File: config.mk
export PLATFORM = sky130hd
export DESIGN_NAME = date_counter_flat
export DESIGN_NICKNAME = d
export VERILOG_FILES = /design/src/rtl/date_pkg.sv /design/src/rtl/date_counter_if.sv /design/src/rtl/date_counter_month_len.sv /design/src/rtl/date_counter.sv /design/src/flat_wrapper.sv
export SDC_FILE = /design/constraint.sdc
export NUM_CORES = 1
export LEC_CHECK = 0
export CAP_MARGIN = 40
export CORE_MARGIN = 1.5
export CORE_UTILIZATION = 45
export DETAILED_ROUTE_END_ITERATION = 6
export DONT_BUFFER_PORTS = 1
export SLEW_MARGIN = 20
export SYNTH_ARGS = -nofsm -noshare
export SYNTH_HDL_FRONTEND = slang
export SYNTH_SLANG_ARGS = --single-unit
export TNS_END_PERCENT = 5
File: constraint.sdc
create_clock -name CLK -period 2.93 [get_ports CLK]
set_input_delay 0.586 -clock CLK [delete_from_list [all_inputs] [get_ports CLK]]
set_output_delay 0.586 -clock CLK [all_outputs]
set_load 0.03 [all_outputs]
File: src/rtl/date_pkg.sv
// Shared calendar constants, BCD year type and leap/increment helpers for the date path.
package date_pkg;

  localparam logic [3:0] SET_MODE_DEF = 4'b0000;

  localparam logic [4:0] MLEN_31 = 5'd31;
  localparam logic [4:0] MLEN_30 = 5'd30;
  localparam logic [4:0] MLEN_29 = 5'd29;
  localparam logic [4:0] MLEN_28 = 5'd28;

  localparam logic [6:0] FEB = 7'd2;
  localparam logic [6:0] DEC = 7'd12;

  localparam logic [3:0] BCD_MAX = 4'd9;

  typedef enum logic [1:0] {UPD_HOLD, UPD_LOAD, UPD_TICK} upd_e;

  typedef struct packed {
    logic [3:0] d1000;
    logic [3:0] d100;
    logic [3:0] d10;
    logic [3:0] d1;
  } year_t;

  // Divisible-by-4 test on a two-digit BCD pair: the tens parity selects which ones digits qualify.
  function automatic logic leap_bcd(year_t y);
    logic [3:0] hi;
    logic [3:0] lo;
    if (y.d10 == 4'd0 && y.d1 == 4'd0) begin
      hi = y.d1000;
      lo = y.d100;
    end else begin
      hi = y.d10;
      lo = y.d1;
    end
    return (!hi[0] && (lo == 4'd0 || lo == 4'd4 || lo == 4'd8)) ||
           ( hi[0] && (lo == 4'd2 || lo == 4'd6));
  endfunction

  function automatic year_t year_inc(year_t y);
    year_t r;
    r = y;
    if (y.d1 != BCD_MAX) r.d1 = y.d1 + 4'd1;
    else begin
      r.d1 = '0;
      if (y.d10 != BCD_MAX) r.d10 = y.d10 + 4'd1;
      else begin
        r.d10 = '0;
        if (y.d100 != BCD_MAX) r.d100 = y.d100 + 4'd1;
        else begin
          r.d100  = '0;
          r.d1000 = (y.d1000 != BCD_MAX) ? y.d1000 + 4'd1 : '0;
        end
      end
    end
    return r;
  endfunction

  // Binary 0..39 to two BCD digits; the ones digit is the low nibble minus 10*tens mod 16.
  function automatic logic [7:0] bin2bcd(logic [6:0] v);
    logic [3:0] t;
    logic [3:0] sub;
    if (v >= 7'd30) begin
      t = 4'd3; sub = 4'd14;
    end else if (v >= 7'd20) begin
      t = 4'd2; sub = 4'd4;
    end else if (v >= 7'd10) begin
      t = 4'd1; sub = 4'd10;
    end else begin
      t = 4'd0; sub = 4'd0;
    end
    return {t, v[3:0] - sub};
  endfunction

endpackage

File: src/rtl/date_counter_if.sv
// Date load/display bus between setter, date_counter and display mux.
// Optional BCD month/day copies exist only when DATE_COUNTER_BCD_OUT_EN is defined.
interface date_counter_if;
  logic [3:0] MODE;
  logic       DAY_TICK;
  logic       LOAD;
  logic [3:0] LD_YEAR1000;
  logic [3:0] LD_YEAR100;
  logic [3:0] LD_YEAR10;
  logic [3:0] LD_YEAR1;
  logic [6:0] LD_MONTH;
  logic [6:0] LD_DAY;
  logic [3:0] YEAR1000;
  logic [3:0] YEAR100;
  logic [3:0] YEAR10;
  logic [3:0] YEAR1;
  logic [6:0] MONTH;
  logic [6:0] DAY;
  logic       LEAP;
  logic       CLAMPED;
`ifdef DATE_COUNTER_BCD_OUT_EN
  logic [3:0] MONTH10;
  logic [3:0] MONTH1;
  logic [3:0] DAY10;
  logic [3:0] DAY1;
`endif

  modport master (
    output MODE, DAY_TICK, LOAD, LD_YEAR1000, LD_YEAR100, LD_YEAR10, LD_YEAR1,
           LD_MONTH, LD_DAY,
    input  YEAR1000, YEAR100, YEAR10, YEAR1, MONTH, DAY, LEAP, CLAMPED
`ifdef DATE_COUNTER_BCD_OUT_EN
    , input MONTH10, MONTH1, DAY10, DAY1
`endif
  );

  modport slave (
    input  MODE, DAY_TICK, LOAD, LD_YEAR1000, LD_YEAR100, LD_YEAR10, LD_YEAR1,
           LD_MONTH, LD_DAY,
    output YEAR1000, YEAR100, YEAR10, YEAR1, MONTH, DAY, LEAP, CLAMPED
`ifdef DATE_COUNTER_BCD_OUT_EN
    , output MONTH10, MONTH1, DAY10, DAY1
`endif
  );
endinterface

File: src/rtl/date_counter_month_len.sv
// Combinational month length lookup; months outside 1..12 report 31.
module month_len
  import date_pkg::*;
(
  input  logic [6:0] month_i,
  input  logic       leap_i,
  output logic [4:0] length_o
);
  always_comb begin
    length_o = MLEN_31;
    case (month_i)
      7'd4, 7'd6, 7'd9, 7'd11: length_o = MLEN_30;
      FEB:                     length_o = leap_i ? MLEN_29 : MLEN_28;
      default:                 length_o = MLEN_31;
    endcase
  end
endmodule

File: src/rtl/date_counter.sv
// Running calendar: normalising LOAD, day-tick advance with BCD year ripple and leap tracking.
// Define DATE_COUNTER_BCD_OUT_EN for registered BCD month/day outputs.
module date_counter
  import date_pkg::*;
#(
  parameter logic [3:0]  SET_MODE = SET_MODE_DEF,
  parameter logic [15:0] RST_YEAR = 16'h2020
) (
  input logic           CLK,
  input logic           RESET,
  date_counter_if.slave bus
);
  year_t      year_q, year_d, ld_year;
  logic [6:0] month_q, month_d, ld_month;
  logic [6:0] day_q, day_d, ld_day;
  logic       leap_q, leap_d, ld_leap;
  logic       clamped_q, clamped_d;
  logic [4:0] ld_mlen, tk_mlen;
  upd_e       upd;

  month_len u_len_ld (.month_i(ld_month), .leap_i(ld_leap), .length_o(ld_mlen));
  month_len u_len_tk (.month_i(month_q),  .leap_i(leap_q),  .length_o(tk_mlen));

  always_comb begin
    ld_year.d1000 = (bus.LD_YEAR1000 > BCD_MAX) ? BCD_MAX : bus.LD_YEAR1000;
    ld_year.d100  = (bus.LD_YEAR100  > BCD_MAX) ? BCD_MAX : bus.LD_YEAR100;
    ld_year.d10   = (bus.LD_YEAR10   > BCD_MAX) ? BCD_MAX : bus.LD_YEAR10;
    ld_year.d1    = (bus.LD_YEAR1    > BCD_MAX) ? BCD_MAX : bus.LD_YEAR1;
    ld_month = (bus.LD_MONTH == 7'd0) ? 7'd1 :
               (bus.LD_MONTH > DEC)   ? DEC  : bus.LD_MONTH;
    ld_leap  = leap_bcd(ld_year);
    ld_day   = (bus.LD_DAY == 7'd0)            ? 7'd1           :
               (bus.LD_DAY > {2'b00, ld_mlen}) ? {2'b00, ld_mlen} : bus.LD_DAY;
  end

  always_comb begin
    upd = UPD_HOLD;
    if (bus.LOAD)                                upd = UPD_LOAD;
    else if (bus.DAY_TICK && bus.MODE != SET_MODE) upd = UPD_TICK;
  end

  always_comb begin
    year_d    = year_q;
    month_d   = month_q;
    day_d     = day_q;
    clamped_d = 1'b0;
    case (upd)
      UPD_LOAD: begin
        year_d    = ld_year;
        month_d   = ld_month;
        day_d     = ld_day;
        clamped_d = (ld_year  != {bus.LD_YEAR1000, bus.LD_YEAR100, bus.LD_YEAR10, bus.LD_YEAR1}) ||
                    (ld_month != bus.LD_MONTH) || (ld_day != bus.LD_DAY);
      end
      UPD_TICK: begin
        if (day_q < {2'b00, tk_mlen}) day_d = day_q + 7'd1;
        else begin
          day_d = 7'd1;
          if (month_q < DEC) month_d = month_q + 7'd1;
          else begin
            month_d = 7'd1;
            year_d  = year_inc(year_q);
          end
        end
      end
      default: ;
    endcase
    leap_d = leap_bcd(year_d);
  end

  always_ff @(posedge CLK) begin
    if (RESET) begin
      year_q    <= year_t'(RST_YEAR);
      month_q   <= 7'd1;
      day_q     <= 7'd1;
      leap_q    <= leap_bcd(year_t'(RST_YEAR));
      clamped_q <= 1'b0;
    end else begin
      year_q    <= year_d;
      month_q   <= month_d;
      day_q     <= day_d;
      leap_q    <= leap_d;
      clamped_q <= clamped_d;
    end
  end

  assign bus.YEAR1000 = year_q.d1000;
  assign bus.YEAR100  = year_q.d100;
  assign bus.YEAR10   = year_q.d10;
  assign bus.YEAR1    = year_q.d1;
  assign bus.MONTH    = month_q;
  assign bus.DAY      = day_q;
  assign bus.LEAP     = leap_q;
  assign bus.CLAMPED  = clamped_q;

`ifdef DATE_COUNTER_BCD_OUT_EN
  logic [7:0] mbcd_q, dbcd_q;

  always_ff @(posedge CLK) begin
    if (RESET) begin
      mbcd_q <= 8'h01;
      dbcd_q <= 8'h01;
    end else begin
      mbcd_q <= bin2bcd(month_d);
      dbcd_q <= bin2bcd(day_d);
    end
  end

  assign bus.MONTH10 = mbcd_q[7:4];
  assign bus.MONTH1  = mbcd_q[3:0];
  assign bus.DAY10   = dbcd_q[7:4];
  assign bus.DAY1    = dbcd_q[3:0];
`endif
endmodule

File: src/flat_wrapper.sv
// flat-port wrapper written by rule: the top's interface ports become plain ports
module date_counter_flat import date_pkg::*;
#(
  parameter logic [3:0]  SET_MODE = SET_MODE_DEF,
  parameter logic [15:0] RST_YEAR = 16'h2020
)
  (CLK, RESET, bus_MODE, bus_DAY_TICK, bus_LOAD, bus_LD_YEAR1000, bus_LD_YEAR100, bus_LD_YEAR10, bus_LD_YEAR1, bus_LD_MONTH, bus_LD_DAY, bus_YEAR1000, bus_YEAR100, bus_YEAR10, bus_YEAR1, bus_MONTH, bus_DAY, bus_LEAP, bus_CLAMPED);
  date_counter_if bus_i ();
  input logic CLK;
  input logic RESET;
  input wire logic [$bits(bus_i.MODE)-1:0] bus_MODE;
  input wire logic [$bits(bus_i.DAY_TICK)-1:0] bus_DAY_TICK;
  input wire logic [$bits(bus_i.LOAD)-1:0] bus_LOAD;
  input wire logic [$bits(bus_i.LD_YEAR1000)-1:0] bus_LD_YEAR1000;
  input wire logic [$bits(bus_i.LD_YEAR100)-1:0] bus_LD_YEAR100;
  input wire logic [$bits(bus_i.LD_YEAR10)-1:0] bus_LD_YEAR10;
  input wire logic [$bits(bus_i.LD_YEAR1)-1:0] bus_LD_YEAR1;
  input wire logic [$bits(bus_i.LD_MONTH)-1:0] bus_LD_MONTH;
  input wire logic [$bits(bus_i.LD_DAY)-1:0] bus_LD_DAY;
  output wire logic [$bits(bus_i.YEAR1000)-1:0] bus_YEAR1000;
  output wire logic [$bits(bus_i.YEAR100)-1:0] bus_YEAR100;
  output wire logic [$bits(bus_i.YEAR10)-1:0] bus_YEAR10;
  output wire logic [$bits(bus_i.YEAR1)-1:0] bus_YEAR1;
  output wire logic [$bits(bus_i.MONTH)-1:0] bus_MONTH;
  output wire logic [$bits(bus_i.DAY)-1:0] bus_DAY;
  output wire logic [$bits(bus_i.LEAP)-1:0] bus_LEAP;
  output wire logic [$bits(bus_i.CLAMPED)-1:0] bus_CLAMPED;
  assign bus_i.MODE = bus_MODE;
  assign bus_i.DAY_TICK = bus_DAY_TICK;
  assign bus_i.LOAD = bus_LOAD;
  assign bus_i.LD_YEAR1000 = bus_LD_YEAR1000;
  assign bus_i.LD_YEAR100 = bus_LD_YEAR100;
  assign bus_i.LD_YEAR10 = bus_LD_YEAR10;
  assign bus_i.LD_YEAR1 = bus_LD_YEAR1;
  assign bus_i.LD_MONTH = bus_LD_MONTH;
  assign bus_i.LD_DAY = bus_LD_DAY;
  assign bus_YEAR1000 = bus_i.YEAR1000;
  assign bus_YEAR100 = bus_i.YEAR100;
  assign bus_YEAR10 = bus_i.YEAR10;
  assign bus_YEAR1 = bus_i.YEAR1;
  assign bus_MONTH = bus_i.MONTH;
  assign bus_DAY = bus_i.DAY;
  assign bus_LEAP = bus_i.LEAP;
  assign bus_CLAMPED = bus_i.CLAMPED;
  date_counter #(.SET_MODE(SET_MODE), .RST_YEAR(RST_YEAR)) u_core (.CLK(CLK), .RESET(RESET), .bus(bus_i));
endmodule
**Word-level counts from Yosys, hierarchy flattened**

Index checks and enable logic that the tools add are counted.
Widths: inputs -> output; s select.

- Register bits after elaboration: 32
- Output and inout port bits: 32
- Logic and storage cells: 117

- Add/subtract/negate cells: 6
- $lt $le $gt $ge: 8
- Eq/ne operators: 28
- Muxes and demuxes: 33
- Bitwise operators: 1
- Reduce and logical (&&, ||, !) cells: 33

Operators with widths:

| kind | count |
|---|---|
| $mux 7 | 7 |
| $mux 4 | 11 |
| $mux 16 | 2 |
| $pmux 16 s2 | 1 |
| $eq 7x3->1 const B | 4 |
| $eq 7x4->1 const B | 4 |
| $pmux 7 s2 | 2 |
| $logic_not 4->1 | 6 |
| $pmux 5 s2 | 2 |
| $add 4x1->4 const B | 4 |
| $eq 4x3->1 const B | 4 |
| $gt 4x4->1 const B | 4 |
| $ne 16x16->1 | 1 |
| $ne 4x4->1 const B | 4 |
| $add 7x1->7 const B | 2 |
| $eq 7x2->1 const B | 2 |
| $logic_not 7->1 | 2 |
| $ne 7x7->1 | 2 |
| $mux 12 | 1 |
| $logic_or 1x1->1 | 10 |
| $eq 4x2->1 const B | 2 |
| $eq 4x4->1 const B | 2 |
| $mux 8 | 1 |
| $reduce_or 4->1 | 2 |
| 16 further kinds | 27 |

**Depth between registers and ports, before layout**

Gate-level depths: netlist of run 1.

- Word-level depth: 17
- Depth in mapped cells: 14
- Gate-level depth less buffers: 14

**Cells and area by module**

A second synthesis of run 1 with hierarchy kept.

- Cells, all modules: 386
- Area, all modules: 2871.5 um2

By module, submodules not included:

| module | times used | cells an instance | area an instance (um2) |
|---|---|---|---|
| date_counter | 1 | 360 | 2708.8 |
| month_len | 2 | 13 | 81.3 |

**Worst setup path after synthesis of run 1**

No wires, ideal clock.

- Path type: flip-flop to flip-flop
- From: register u_core.month_q[0], in the netlist u_core.bus.MONTH[0]
- To: register u_core.leap_q, in the netlist u_core.bus.LEAP
- Library setup time: 60 ps
- Data arrival time: 3336 ps
- Data required time: 2870 ps
- Setup slack: -466 ps
- Stages on the path, launching flop included: 15
- Path buffers: 0
- Period minus slack after synthesis: 3396 ps
- Cells stage by stage: dfxtp_1 -> inv_1 -> ha_1 -> nand3_1 -> inv_1 -> ha_1 -> o2111ai_1 -> and2_4 -> or3_4 -> nor2_4 -> a21oi_1 -> a2111oi_2 -> nand4_1 -> a2111oi_2 -> a311o_1

- Cells in the longest elaborated chain, start to end: 14

Ends and longest elaborated chain:

| item | RTL line | text |
|---|---|---|
| start: declaration | date_counter.sv:14 | `logic [6:0] month_q, month_d, ld_month;` |
| start signal: assignment | date_counter.sv:80 | `month_q <= month_d;` |
| $eq 7x3->1 or $eq 7x4->1 (tied branches) | date_counter_month_len.sv:11 | `case (month_i)` |
| $reduce_or 4->1 | date_counter_month_len.sv:11 |  |
| $pmux 5 s2 | date_counter_month_len.sv:11 |  |
| $lt 7x5->1 | date_counter.sv:56 | `if (day_q < {2'b00, tk_mlen}) day_d = day_q + 7'd1;` |
| $mux 16 * | date_counter.sv:56 |  |
| $pmux 16 s2 * | date_counter.sv:47 | `case (upd)` |
| $logic_not 4->1 | date_pkg.sv:29 | `if (y.d10 == 4'd0 && y.d1 == 4'd0) begin` |
| $logic_and 1x1->1 | date_pkg.sv:29 |  |
| $mux 4 | date_pkg.sv:29 |  |
| $eq 4x3->1 or $logic_not 4->1 (tied branches) | date_pkg.sv:36 | `return (!hi[0] && (lo == 4'd0 \|\| lo == 4'd4 \|\| lo == 4'd8)) \|\|` |
| $logic_or 1x1->1 (2 in a row) | date_pkg.sv:36 |  |
| $logic_and 1x1->1 | date_pkg.sv:36 |  |
| $logic_or 1x1->1 * | date_pkg.sv:36 |  |
| end signal: assignment | date_counter.sv:76 | `leap_q <= leap_bcd(year_t'(RST_YEAR));` |
| end signal: assignment | date_counter.sv:82 | `leap_q <= leap_d;` |
| end: declaration | date_counter.sv:16 | `logic leap_q, leap_d, ld_leap;` |

Mark *: on every way between the ends. The rest lies on a longest branch, timed or not.
A chain may end at the register's enable or synchronous reset.

**Final worst setup path of run 1**

Same ends and word-level chain as after synthesis.

==> impl_metrics.yaml, run 1 <==
timing:
  max_clock_freq_mhz: 334.7
  finClkSkew_ns: 0.009856
  finalSetupTns_ns: -0.05786
  rsz0062_at_grt: "yes"
  fin_ws_ns: -0.05786
  holdWs_ns: 0.3558
  worst_pin_slew_ns: 0.5925
  final_hold_viol_count: 0
  setup_violations: 1
  min_period_ns: 2.988
  period_share_pct: 102.0
  slew_violations: 0
  slew_headroom_pct: 60.20
pwr:
  internal_power_w: 0.0008561
  powerDensity_nw_per_um2: 389.4
  pwr-share-seq_pct: 39.1
  pwr-share-comb_pct: 26.3
  pwr-share-clk_pct: 34.6
  static-leakage-power_nw: 1.232
  switching_share_pct: 32.34
  switchingPower_w: 0.0004093
  irDropWorstVdd_uv: 183.4
  power_w: 0.001265
detailed_routing:
  viasPerCell: 6.144
  drt_pass1_iterations: 4
  drt_iter0_drc: 165
  wl_per_cell_um: 17.38
  vias: 2820
  drt_wl_total_mm: 7.978
  drc: 0
  ant_nets: 0
logic_synthesis:
  syn_inst: 336
  ys_seq_elements: 32
  syn_nets: 388
  syn-cell-area_sq_um: 2540
  ys_warn_count: 0
  synth_cell_type_count: 67
  ys_seq_area_share_pct: 25.22
  synth.avg_cell_area_sq_um: 7.559
  async_flop_share_pct: 0
  synth-edff-count: 0
  synth-main-ff-cell: "dfxtp_1"
status:
  violations: "negative setup slack"
  status: "finished with violations"
global_route:
  grt.total_usage_pct: 26.36
  grt_max_degree: 36
  grt_pass1_vias: 2622
  grt_overflow_total: 0
  grt_pass1_wl_mm: 12.71
  antenna_found_initial: 0
worst_setup_path:
  reg2reg_depth: 14
  required_ns: 3.17
  path_buf_inv: 2
  timing.critical_path.from: "u_core.bus.MONTH[0]"
  crit_type: "reg2reg"
  worstReg2RegStart: "u_core.bus.MONTH[0]"
  crit_top_cell: "a2111oi_2"
  cp-end-kind: "flop"
  crit_family: "simple AND/OR/NAND/NOR gates"
  cp_cell_sequence: "inv_4 > ha_4 > nand3_4 > inv_2 > ha_1 > o2111ai_2 > and2_4 > or3_4 > nor2_4 > a21oi_2 > a2111oi_2 > nand4_1 > a2111oi_2 > a311o_1"
  arrival_ns: 3.23
  worst_path_largest_cell_delay_ns: 0.43
  crit_cells: 14
  cp_max_fo: 7
  crit_path_start_kind: "flop"
  crit_slowest_cell: "or3_4"
clocking:
  cts_root_buf: "clkbuf_8"
  htreeDepth: 2
  clk_path_buf_depth: 2
  clock_latency_ns: 0.29
  cts_sinks: 32
  cts_tree: "built"
  numCtsBuffers: 5
  clkTransAtPathRegs_ns: 0.08
finish:
  area_growth_pct: 27.93
  fillCellCount: 537
  layout-drive-gt1-share_pct: 26.87
  antenna_cells: 0
  nets: 438
  final_area_sq_um: 3249
placement:
  gp_congestion: 0.8874
  place_hpwl_mm: 6.110
  dp_slack_ns: -0.1642
  io_buffer_count: 0
  dpl-instance-area_sq_um: 3064
floorplan:
  fp.dieArea_sq_um: 6104
  core_area_sq_um: 5473
  die_y_um: 78.13
  row_count: 27
  ios: 70
  start_util_pct: 46.41
  fp.dieW_um: 78.13
flow_run:
  max-cap-violations: 0
min_path:
  min_from: "RESET"
  hold_path.class: "in2reg"
  min_path_cells: 1
==> synth_stat cells (all sizes together) (2+ instances only) <==
cell / count / area share, %
nor2: 40 / 6.2
dfxtp: 32 / 25
a21oi: 24 / 4.7
nand2: 24 / 3.5
o21ai: 20 / 3.9
nor3: 18 / 3.7
nand3: 16 / 3.2
ha: 14 / 6.9
inv: 13 / 1.9
a31oi: 11 / 2.7
nor2b: 10 / 2.5
clkbuf: 9 / 1.3
nand2b: 9 / 2.2
nor3b: 7 / 2.1
nor4: 7 / 1.7
a211oi: 5 / 1.5
buf: 5 / 0.89
nand4: 5 / 1.2
or3: 5 / 1.4
a2111oi: 4 / 2.6
a311oi: 4 / 1.4
and2: 3 / 0.84
and3: 3 / 0.74
nand3b: 3 / 0.89
o2111ai: 3 / 1.0
o31ai: 3 / 0.89
xnor2: 3 / 1.0
a221oi: 2 / 0.69
a22oi: 2 / 0.59
a311o: 2 / 0.79
or2: 2 / 0.49
==> power groups by stage <==
stage / Clock, W / Sequential [W] / Combinational (W)
floorplan: 0 / 0.000555 / 0.000176
global placement: 0 / 0.000504 / 0.000320
detailed placement: 0 / 0.000504 / 0.000323
finish: 0.000438 / 0.000495 / 0.000333
global route: 0.000470 / 0.000498 / 0.000363
CTS: 0.000456 / 0.000494 / 0.000330
==> cell usage in the layout, fill, tap and decap left out, drive strengths merged, types with 11 or more instances in the layout <==
master,count
nor3,18
nor2,40
dfxtp,32
a21oi,24
ha,14
inv,14
a31oi,11
nand3,16
nand2,24
buf,57
o21ai,20
==> state kept, by name (all words and copies together) (netlist names) <==
register             flops
u_core.bus.CLAMPED       1
u_core.bus.LEAP          1
u_core.bus.MONTH         7
u_core.bus.YEAR10        4
u_core.bus.YEAR1000      4
u_core.bus.YEAR1         4
u_core.bus.YEAR100       4
u_core.bus.DAY           7
==> area by class of cell <==
class	instances	area, sq um	area share [%]
Multi-Input combinational cell	277	1907	58.68
Sequential cell	32	654.4	20.14
Timing Repair Buffer	57	431.7	13.28
Tap cell	72	90.09	2.772
Clock buffer	5	68.82	2.118
Inverter	13	51.30	1.579
Clock inverter	3	46.29	1.425
==> cells by family (layout without fill, tap and decap cells) <==
| kind of cell | Yosys count | count (layout) | synth area share (%) |
|---|---|---|---|
| xor+xnor | 4 | 4 | 1.380 |
| fa+ha+maj | 14 | 14 | 6.897 |
| buf+inv | 27 | 78 | 4.138 |
| compound gates | 98 | 98 | 28.23 |
| simple gates | 159 | 159 | 33.30 |
| mux | 2 | 2 | 0.8374 |
| flops | 32 | 32 | 25.22 |
==> what timing repair did <==
action | 4_1_cts | 5_1_grt
setup endpoints to repair | 1 | 1
gates resized for setup | 8 | 2
pin swaps | 5 | 1
hold buffers | 0 | 0
setup buffers | 3 | 0
==> layer usage <==
layer	routed length, um	track usage [%]
met2	3866	45.91
met5	0	0
met1	3300	32.15
met3	714	6.744
met4	97	6.964
==> metrics by stage <==
step	utilization [%]	instances
global placement	55.99	448
finish	59.37	459
floorplan	-	336
global route	59.37	459
CTS	59.05	459
detailed placement	55.99	448
==> worst paths after layout <==
kind                              end  slack [ns]
hold reg to reg     u_core.bus.DAY[6]        0.52
setup reg to reg      u_core.bus.LEAP       -0.06
hold / removal    u_core.bus.MONTH[2]        0.36
setup / recovery      u_core.bus.LEAP       -0.06
Power figures use the tool's default switching activity.
==> run 2: changes to the inputs <==
- CORE_UTILIZATION: 45 -> 64
- PLACE_DENSITY: unset -> 0.8
- clock period: 2.93 -> 3.4 ns (I/O delays scaled with it)
==> run 2 against run 1 <==
Net effect: the flow now finishes without violations; core utilization increased by 16 points; sequential cell count unchanged; critical path type unchanged; largest power group unchanged; critical endpoint unchanged; non-clock buffer count decreased by 34.
==> impl_metrics.yaml, run 2 (synthesis results as in run 1) <==
status:
  status: "complete, no violations"
worst_setup_path:
  reg2reg_depth: 14
  crit_type: "reg2reg"
  crit_path_start_kind: "flop"
  regToRegEndpoint: "u_core.bus.LEAP"
  required_ns: 3.59
  cp_max_fo: 8
  arrival_ns: 3.52
  cp-end-kind: "flop"
  r2r_slack_ns: 0.07
  worstReg2RegStart: "u_core.bus.MONTH[6]"
detailed_routing:
  drt_pass1_iterations: 5
  viasPerCell: 7.030
  drc: 0
  ant_nets: 0
  vias: 2819
  drt_wl_total_mm: 7.433
  wl_met3_um: 878
  wl_per_cell_um: 18.54
  drt_iter0_drc: 313
  route.met2.wl_mm: 3.264
  wl_met1_mm: 3.071
  dr.max_layer_used: "met4"
floorplan:
  row_count: 22
  die_y_um: 66.00
  core_area_sq_um: 3744
  ios: 70
  fp.dieArea_sq_um: 4355
  fp.dieW_um: 66.00
  start_util_pct: 67.85
timing:
  setup_violations: 0
  period_share_pct: 97.84
  finClkSkew_ns: 0.007035
  final_hold_viol_count: 0
  slew_violations: 0
  slew_headroom_pct: 48.06
  max_clock_freq_mhz: 300.6
  min_period_ns: 3.327
  holdWs_ns: 0.4514
  finalSetupTns_ns: 0
  worst_pin_slew_ns: 0.7763
global_route:
  grt_overflow_total: 0
  grt_pass1_wl_mm: 11.53
  grt_max_degree: 36
  grt.total_usage_pct: 34.55
  grt_pass1_vias: 2488
  antenna_found_initial: 0
placement:
  gp_congestion: 0.9406
  place_hpwl_mm: 5.572
  io_buffer_count: 0
clocking:
  cts_sinks: 32
  cts_hold_buf: 0
  clk_path_buf_depth: 2
  numCtsBuffers: 5
  cts_tree: "built"
  htreeDepth: 2
  cts_root_buf: "clkbuf_8"
  clock_latency_ns: 0.29
  clkTransAtPathRegs_ns: 0.07
finish:
  final_common_cell: "nor2_1"
  fillCellCount: 310
  multi_input_area_sq_um: 1810
  nets: 404
  seqCellArea_sq_um: 640.6
  layout-drive-gt1-share_pct: 14.73
  final_cell_mix: "nor2_1, dfxtp_1, nand2_1, a21oi_1, buf_4"
  area_growth_pct: 11.23
  antenna_cells: 0
min_path:
  holdPathEnd: "u_core.bus.MONTH[3]"
  hold_path.class: "in2reg"
  min_from: "RESET"
  min_path_cells: 1
pwr:
  irDropWorstVdd_uv: 310.1
  powerDensity_nw_per_um2: 348.2
  static-leakage-power_nw: 1.045
flow_run:
  max-cap-violations: 0
==> run 2: changes by cell type in the layout (fill, tap and decap cells not counted), sizes merged <==
cell,change
clkinv,+2
clkbuf,+1
bufinv,-1
buf,-34
clkinvlp,-1
inv,-1
==> run 2: area by class of cell <==
cell class                 instances  area share, %
tap                               48          2.126
timing repair buffer              23          6.112
clock inverter                     2         0.3543
sequential                        32          22.67
inverter                          13          1.727
clock buffer                       6          2.923
multi-input combinational        277          64.08
==> run 2: per-stage QoR <==
stage / total power, W / instance area, sq um / instances / setup WS, ns / utilization (%)
final: 0.0009837 / 2825 / 401 / 0.07331 / 75.47
after global routing: 0.001020 / 2825 / 401 / -0.1462 / 75.47
after CTS: 0.0009765 / 2779 / 397 / 0.07883 / 74.23
after detailed placement: 0.0006697 / 2686 / 389 / 0.07642 / 71.76
after global placement: 0.0006657 / 2686 / 389 / 0.08282 / 71.76
after floorplan: 0.0006197 / 2540 / 336 / 0.004249 / -
==> run 2: routing by layer <==
metal,vias to the layer above,GRT usage (%)
met5,-,0
met4,0,14.80
met3,30,10.73
met2,190,51.89
met1,1297,45.58
li1,1302,-
==> run 2: how the worst max path moves through the flow <==
stage / from / end / slack (ns) / cells past startpoint
2_1_floorplan: u_core.bus.MONTH[0] / u_core.bus.LEAP / 0.004 / 14
3_3_place_gp: bus_LD_YEAR1000[2] / u_core.bus.DAY[1] / 0.08 / 13
3_5_place_dp: u_core.bus.MONTH[0] / u_core.bus.LEAP / 0.08 / 14
4_1_cts: u_core.bus.MONTH[0] / u_core.bus.LEAP / 0.08 / 14
5_1_grt: u_core.bus.MONTH[6] / u_core.bus.LEAP / -0.15 / 13
6_report: u_core.bus.MONTH[6] / u_core.bus.LEAP / 0.07 / 14
==> run 2: repair_timing <==
action,in CTS,in global routing
buffers inserted,0,4
endpoints found under the setup margin,0,1
resized for setup,0,6
==> run 2: power breakdown <==
| part | total [W] | switching (W) | leakage (nW) | internal, W |
|---|---|---|---|---|
| Clock | 0.000314 | 0.000153 | 0.0510 | 0.000162 |
| Sequential | 0.000448 | 0.0000511 | 0.264 | 0.000397 |
| Combinational | 0.000221 | 0.000131 | 0.729 | 0.0000900 |
==> run 2: critical path: stages (launching register included) <==
cell and delay, ns:
dfxtp_1 0.32, nor3_1 0.33, nand3_2 0.17, inv_1 0.12, ha_1 0.20, o2111ai_1 0.16
and2_4 0.23, or3_4 0.39, nor2_4 0.23, buf_4 0.15, nand3_1 0.07, a31o_2 0.30
a21oi_1 0.16, a2111oi_2 0.07, a311o_1 0.32
